--- src/rtl/cordic_pkg.sv ---
// Constants shared by the vectoring- and rotation-mode CORDIC blocks:
// angle constants in Q3.12 radians and the common control-state encoding.
package cordic_pkg;

    localparam int Pi = 12868;

    localparam int AtanLutDepth = 13;

    // round(atan(2^-i) * 4096), round-half-up
    localparam int AtanLut [AtanLutDepth] = '{
        3217, 1899, 1003, 509, 256, 128, 64, 32, 16, 8, 4, 2, 1
    };

    typedef enum logic [1:0] {
        IDLE = 2'd0,
        ITER = 2'd1,
        DONE = 2'd2
    } cordic_state_e;

    // Beyond the table atan(2^-i) rounds to zero in Q3.12
    function automatic int atan_at(input int idx);
        if (idx >= 0 && idx < AtanLutDepth) begin
            return AtanLut[idx];
        end
        return 0;
    endfunction

endpackage

--- src/rtl/cordic_vectoring.sv ---
// Iterative vectoring-mode CORDIC: drives y toward zero, accumulating the
// angle in z; one micro-rotation per clock, no gain correction.
module cordic_vectoring
    import cordic_pkg::*;
#(
    parameter int Width      = 16,
    parameter int Iterations = 13
) (
    input  logic                    clk_i,
    input  logic                    rst_ni,
    input  logic                    start_cordic_i,
    input  logic signed [Width-1:0] x0_i,
    input  logic signed [Width-1:0] y0_i,
    input  logic signed [Width-1:0] z0_i,
    output logic signed [Width-1:0] xn_o,
    output logic signed [Width-1:0] yn_o,
    output logic signed [Width-1:0] zn_o,
    output logic                    done_tick_cordic_o,
    output logic                    busy_o
);

    localparam int XW = Width + 2;
    localparam int CW = $clog2(Width);

    cordic_state_e        state_q;
    logic [CW-1:0]        i_q;
    logic signed [XW-1:0] x_q, y_q;
    logic signed [Width-1:0] z_q;

    logic signed [XW-1:0]    x_sh, y_sh, x_nx, y_nx, x_ld, y_ld, x0_ext, y0_ext;
    logic signed [Width-1:0] z_nx, z_ld, atan_q, pi_w;

    assign x0_ext = {{2{x0_i[Width-1]}}, x0_i};
    assign y0_ext = {{2{y0_i[Width-1]}}, y0_i};
    assign pi_w   = Width'(Pi);

    // A left-half-plane vector is turned by pi first so the iterations only
    // ever have to cover +/- pi/2.
    always_comb begin
        x_ld = x0_ext;
        y_ld = y0_ext;
        z_ld = z0_i;
        if (x0_i[Width-1]) begin
            x_ld = -x0_ext;
            y_ld = -y0_ext;
            z_ld = y0_i[Width-1] ? (z0_i - pi_w) : (z0_i + pi_w);
        end
    end

    always_comb begin
        x_sh   = x_q >>> i_q;
        y_sh   = y_q >>> i_q;
        atan_q = Width'(atan_at(int'(i_q)));
        if (!y_q[XW-1]) begin
            x_nx = x_q + y_sh;
            y_nx = y_q - x_sh;
            z_nx = z_q + atan_q;
        end else begin
            x_nx = x_q - y_sh;
            y_nx = y_q + x_sh;
            z_nx = z_q - atan_q;
        end
    end

    always_ff @(posedge clk_i or negedge rst_ni) begin
        if (!rst_ni) begin
            state_q <= IDLE;
            i_q     <= '0;
            x_q     <= '0;
            y_q     <= '0;
            z_q     <= '0;
            xn_o    <= '0;
            yn_o    <= '0;
            zn_o    <= '0;
        end else begin
            case (state_q)
                IDLE: begin
                    if (start_cordic_i) begin
                        x_q     <= x_ld;
                        y_q     <= y_ld;
                        z_q     <= z_ld;
                        i_q     <= '0;
                        state_q <= ITER;
                    end
                end
                ITER: begin
                    x_q <= x_nx;
                    y_q <= y_nx;
                    z_q <= z_nx;
                    i_q <= i_q + CW'(1);
                    // The last micro-rotation goes straight to the outputs
                    if (i_q == CW'(Iterations - 1)) begin
                        xn_o    <= x_nx[Width-1:0];
                        yn_o    <= y_nx[Width-1:0];
                        zn_o    <= z_nx;
                        state_q <= DONE;
                    end
                end
                DONE:    state_q <= IDLE;
                default: state_q <= IDLE;
            endcase
        end
    end

    assign done_tick_cordic_o = (state_q == DONE);
    assign busy_o             = (state_q != IDLE);

endmodule

--- config.mk ---
export PLATFORM = sky130hd
export DESIGN_NAME = cordic_vectoring
export DESIGN_NICKNAME = d
export VERILOG_FILES = /design/src/rtl/cordic_pkg.sv /design/src/rtl/cordic_vectoring.sv
export SDC_FILE = /design/constraint.sdc
export NUM_CORES = 1
export LEC_CHECK = 0
export ABC_AREA = 1
export CORE_AREA = 2 2 182 166
export DETAILED_ROUTE_END_ITERATION = 6
export DIE_AREA = 0 0 184 168
export PLACE_DENSITY = 0.55
export SLEW_MARGIN = 10
export SYNTH_ARGS = -nofsm -noshare
export SYNTH_HDL_FRONTEND = slang
export SYNTH_SLANG_ARGS = --single-unit
--- constraint.sdc ---
create_clock -name clk_i -period 9.2 [get_ports clk_i]
set_input_delay 0.92 -clock clk_i [delete_from_list [all_inputs] [get_ports clk_i]]
set_output_delay 0.92 -clock clk_i [all_outputs]
set_load 0.02 [all_outputs]
==> impl_metrics.tcl <==
set metrics [dict create \
    status "complete, no violations" \
    final_core_util 0.4154 \
    postCtsSetupBuffers 0 \
    row_count 60 \
    portBuffers 100 \
    synthTopCellsByArea "dfrtp_1 (25%), nand2_1 (18%), ha_1 (8.6%)" \
    grt_pass1_vias 10310 \
    core_sq_um 29280 \
    cap_violations 0 \
    hold_viol 0 \
    dieHeight_um 168 \
    reg2reg_to "y_q[13]" \
    path_class "reg -> reg" \
    reg2reg_setup_slack_ps 3620 \
    fin_crit_ps 5577 \
    synth-edff-count 0 \
    startpoint "i_q[3]" \
    async_flop_share 1.000 \
    clockBufferDepth 2 \
    avgSynthCellArea_sq_um 6.508 \
    cp.required_ps 9450 \
    synth.distinct_cells 52 \
    end_kind "register" \
    reg2reg_from "i_q[3]" \
    tns_ps 0 \
    cpPeakStageDelay_ps 1050 \
    worstPathMaxFanout 29 \
    dp_slack_ps 3718 \
    cts_inserted_buffers 9 \
    drt_iter0_drc 807 \
    die_width_um 184 \
    tightestPinTransition_ps 1060 \
    path_cells "inv_1 > nand2_2 > inv_1 > nand3_1 > nand2_1 > a21oi_2 > ha_1 > nor3b_2 > nand2_1 > nand2_1 > xor2_1 > inv_1 > ha_1 > a21oi_1 > o21ai_0 > a21o_1 > nor2_1 > o21bai_1 > xnor2_1 > nor2_1 > o22ai_1 > inv_1" \
    antenna_found_initial 0 \
    yosys_warnings 0 \
    gp_congestion 0.9704 \
    critPathArrivalTime_ps 5830 \
    dp.cells 2052 \
    grt_remaining_overflow 0 \
    dominantRegCellSynth "dfrtp_1" \
    initial_core_util 0.3625 \
    ctsHtreeMaxLevel 3 \
    firstDrtPassIters 5 \
    syn_inst 1631 \
    path_clk_slew_ps 90 \
    grt_max_degree 61 \
    drv_slew 0 \
    hold_class "reg -> reg" \
    final.fill_count 3106 \
    grt_pass1_wl_um 56790 \
    final.period_utilization 0.6062 \
    final_nets 1819 \
    cts_resized 0 \
    place_hpwl_um 27070 \
    vias_per_cell 5.323 \
    rr_worst_depth 22 \
    pin_count 101 \
    drc 0 \
    yosys.area.top_type "dfrtp_1" \
    finClkSkew_ps 17.86 \
    syn_nets 1759 \
    yosysSeqAreaShare 0.2499 \
    drive_gt1_frac 0.04363 \
    fmaxAchievable_mhz 179.3 \
    max-slew-margin-rel 0.2932 \
    track_usage 0.2328 \
    crit_path_top_delay_cell "dfrtp_1" \
    wl_per_cell_um 17.39 \
    cts_sinks 106 \
    stdcell_count 2068 \
    fin_ws_ps 3623 \
    cpMostUsedCell "inv_1" \
    netlist_area_sq_um 10610 \
    clock_latency_ps 370 \
    area_growth_pct 14.58 \
    dieArea_sq_um 30910 \
    rsz0062_at_grt "false" \
    cp-start-kind "register" \
    num_antenna_cells 0 \
    ant_nets 0 \
    routed_wl_um 35970 \
    cts_root_buf "clkbuf_16" \
    vias 11010 \
    cts_tree "done" \
    ctsHoldBuffers 0 \
    ys_ff_latch 106 \
    netlist.area_leader.share 0.2499 \
    finalSetupViolCount 0 \
    crit_path_end "y_q[13]" \
]
worst min path at each step:
stage | start | end | slack (ps) | cells after the start
4_1_cts | xn_o[1] | xn_o[1] | 480 | 2
2_1_floorplan | z_q[9] | z_q[9] | 460 | 2
5_1_grt | zn_o[1] | zn_o[1] | 500 | 2
3_5_place_dp | xn_o[1] | xn_o[1] | 460 | 2
6_report | zn_o[1] | zn_o[1] | 480 | 2
3_3_place_gp | xn_o[2] | xn_o[2] | 460 | 2
metal layers:
layer	global-route usage	part of all wire
met5	0	0
met1	0.3342	0.48
met4	0.06713	0.026
met3	0.02444	0.039
met2	0.3696	0.45
synthesized netlist by cell type (5+ instances only):
| cell type | number |
|---|---|
| nand4_1 | 11 |
| buf_6 | 6 |
| a21oi_1 | 107 |
| nand3_1 | 140 |
| dfrtp_1 | 106 |
| ha_1 | 73 |
| o211ai_1 | 23 |
| inv_1 | 143 |
| a31oi_1 | 7 |
| o22ai_1 | 7 |
| buf_4 | 7 |
| buf_1 | 5 |
| buf_2 | 12 |
| xnor2_1 | 32 |
| o31ai_1 | 9 |
| nand2_1 | 513 |
| o221a_2 | 7 |
| o21ai_0 | 120 |
| or2_2 | 5 |
| nor3_1 | 18 |
| nor2_1 | 105 |
| o21ai_1 | 14 |
| inv_2 | 5 |
| clkbuf_1 | 36 |
| xor2_1 | 56 |
area by class of cell:
type / count / area [sq um] / share of cell area
repair buffers: 115 / 1111 / 0.09136
inverters: 149 / 561.8 / 0.04619
multi-input cells: 1310 / 7076 / 0.5818
clock inverters: 7 / 68.82 / 0.005658
clock buffers: 9 / 225.2 / 0.01852
well taps: 372 / 465.4 / 0.03827
flip-flops and latches: 106 / 2654 / 0.2182
flip-flops by register name, summed over array words and instances (netlist names):
name     cells
x_q         18
y_q         18
xn_o        16
yn_o        16
z_q         16
zn_o        16
i_q          4
state_q      2
layout by cell type (no fill, tap or decap), drive strengths merged, types with 3 or more instances in the layout:
| cell type | instances |
|---|---|
| a211oi | 4 |
| o211ai | 23 |
| o22ai | 7 |
| a31oi | 7 |
| nand2 | 516 |
| dfrtp | 106 |
| o311ai | 3 |
| clkdlybuf4s50 | 99 |
| a21o | 4 |
| inv | 152 |
| or2 | 5 |
| nand4 | 11 |
| nand3 | 144 |
| xor2 | 56 |
| clkbuf | 9 |
| a21oi | 111 |
| o21ai | 137 |
| o221a | 7 |
| fa | 4 |
| o221ai | 3 |
| nor2 | 110 |
| nor3b | 3 |
| a22oi | 4 |
| xnor2 | 32 |
| buf | 16 |
| nor4 | 3 |
| nor3 | 18 |
| clkinv | 3 |
| ha | 73 |
| a21boi | 3 |
| o31ai | 9 |
| o21bai | 3 |
worst max-delay path, delay by kind of cell (launching register included):
family / cells / cell delay (ps)
XOR/XNOR: 2 / 460
AND/OR/NAND/NOR: 8 / 1350
AO/OA/AOI/OAI: 6 / 1020
adder cells (fa/ha/maj): 2 / 560
flip-flops: 1 / 1050
buffers and inverters: 4 / 1030
cells by family (layout without fill, tap and decap cells):
family / after synthesis / in the layout / synth area share
simple gates: 813 / 813 / 0.3178
flops: 106 / 106 / 0.2499
xor+xnor: 88 / 88 / 0.07262
buf+inv: 215 / 280 / 0.08440
fa+ha+maj: 77 / 77 / 0.09360
compound gates: 332 / 332 / 0.1817
metrics by stage:
stage / instance area (sq um) / hold slack (ps)
floorplan: 10610 / 455.5
global placement: 11870 / 458.9
detailed placement: 11870 / 461.8
CTS: 12160 / 482.8
global route: 12160 / 501.0
finish: 12160 / 476.8
Power is not shown: default switching activity piles up to over one toggle a cycle in this logic, so the estimate is an artifact.
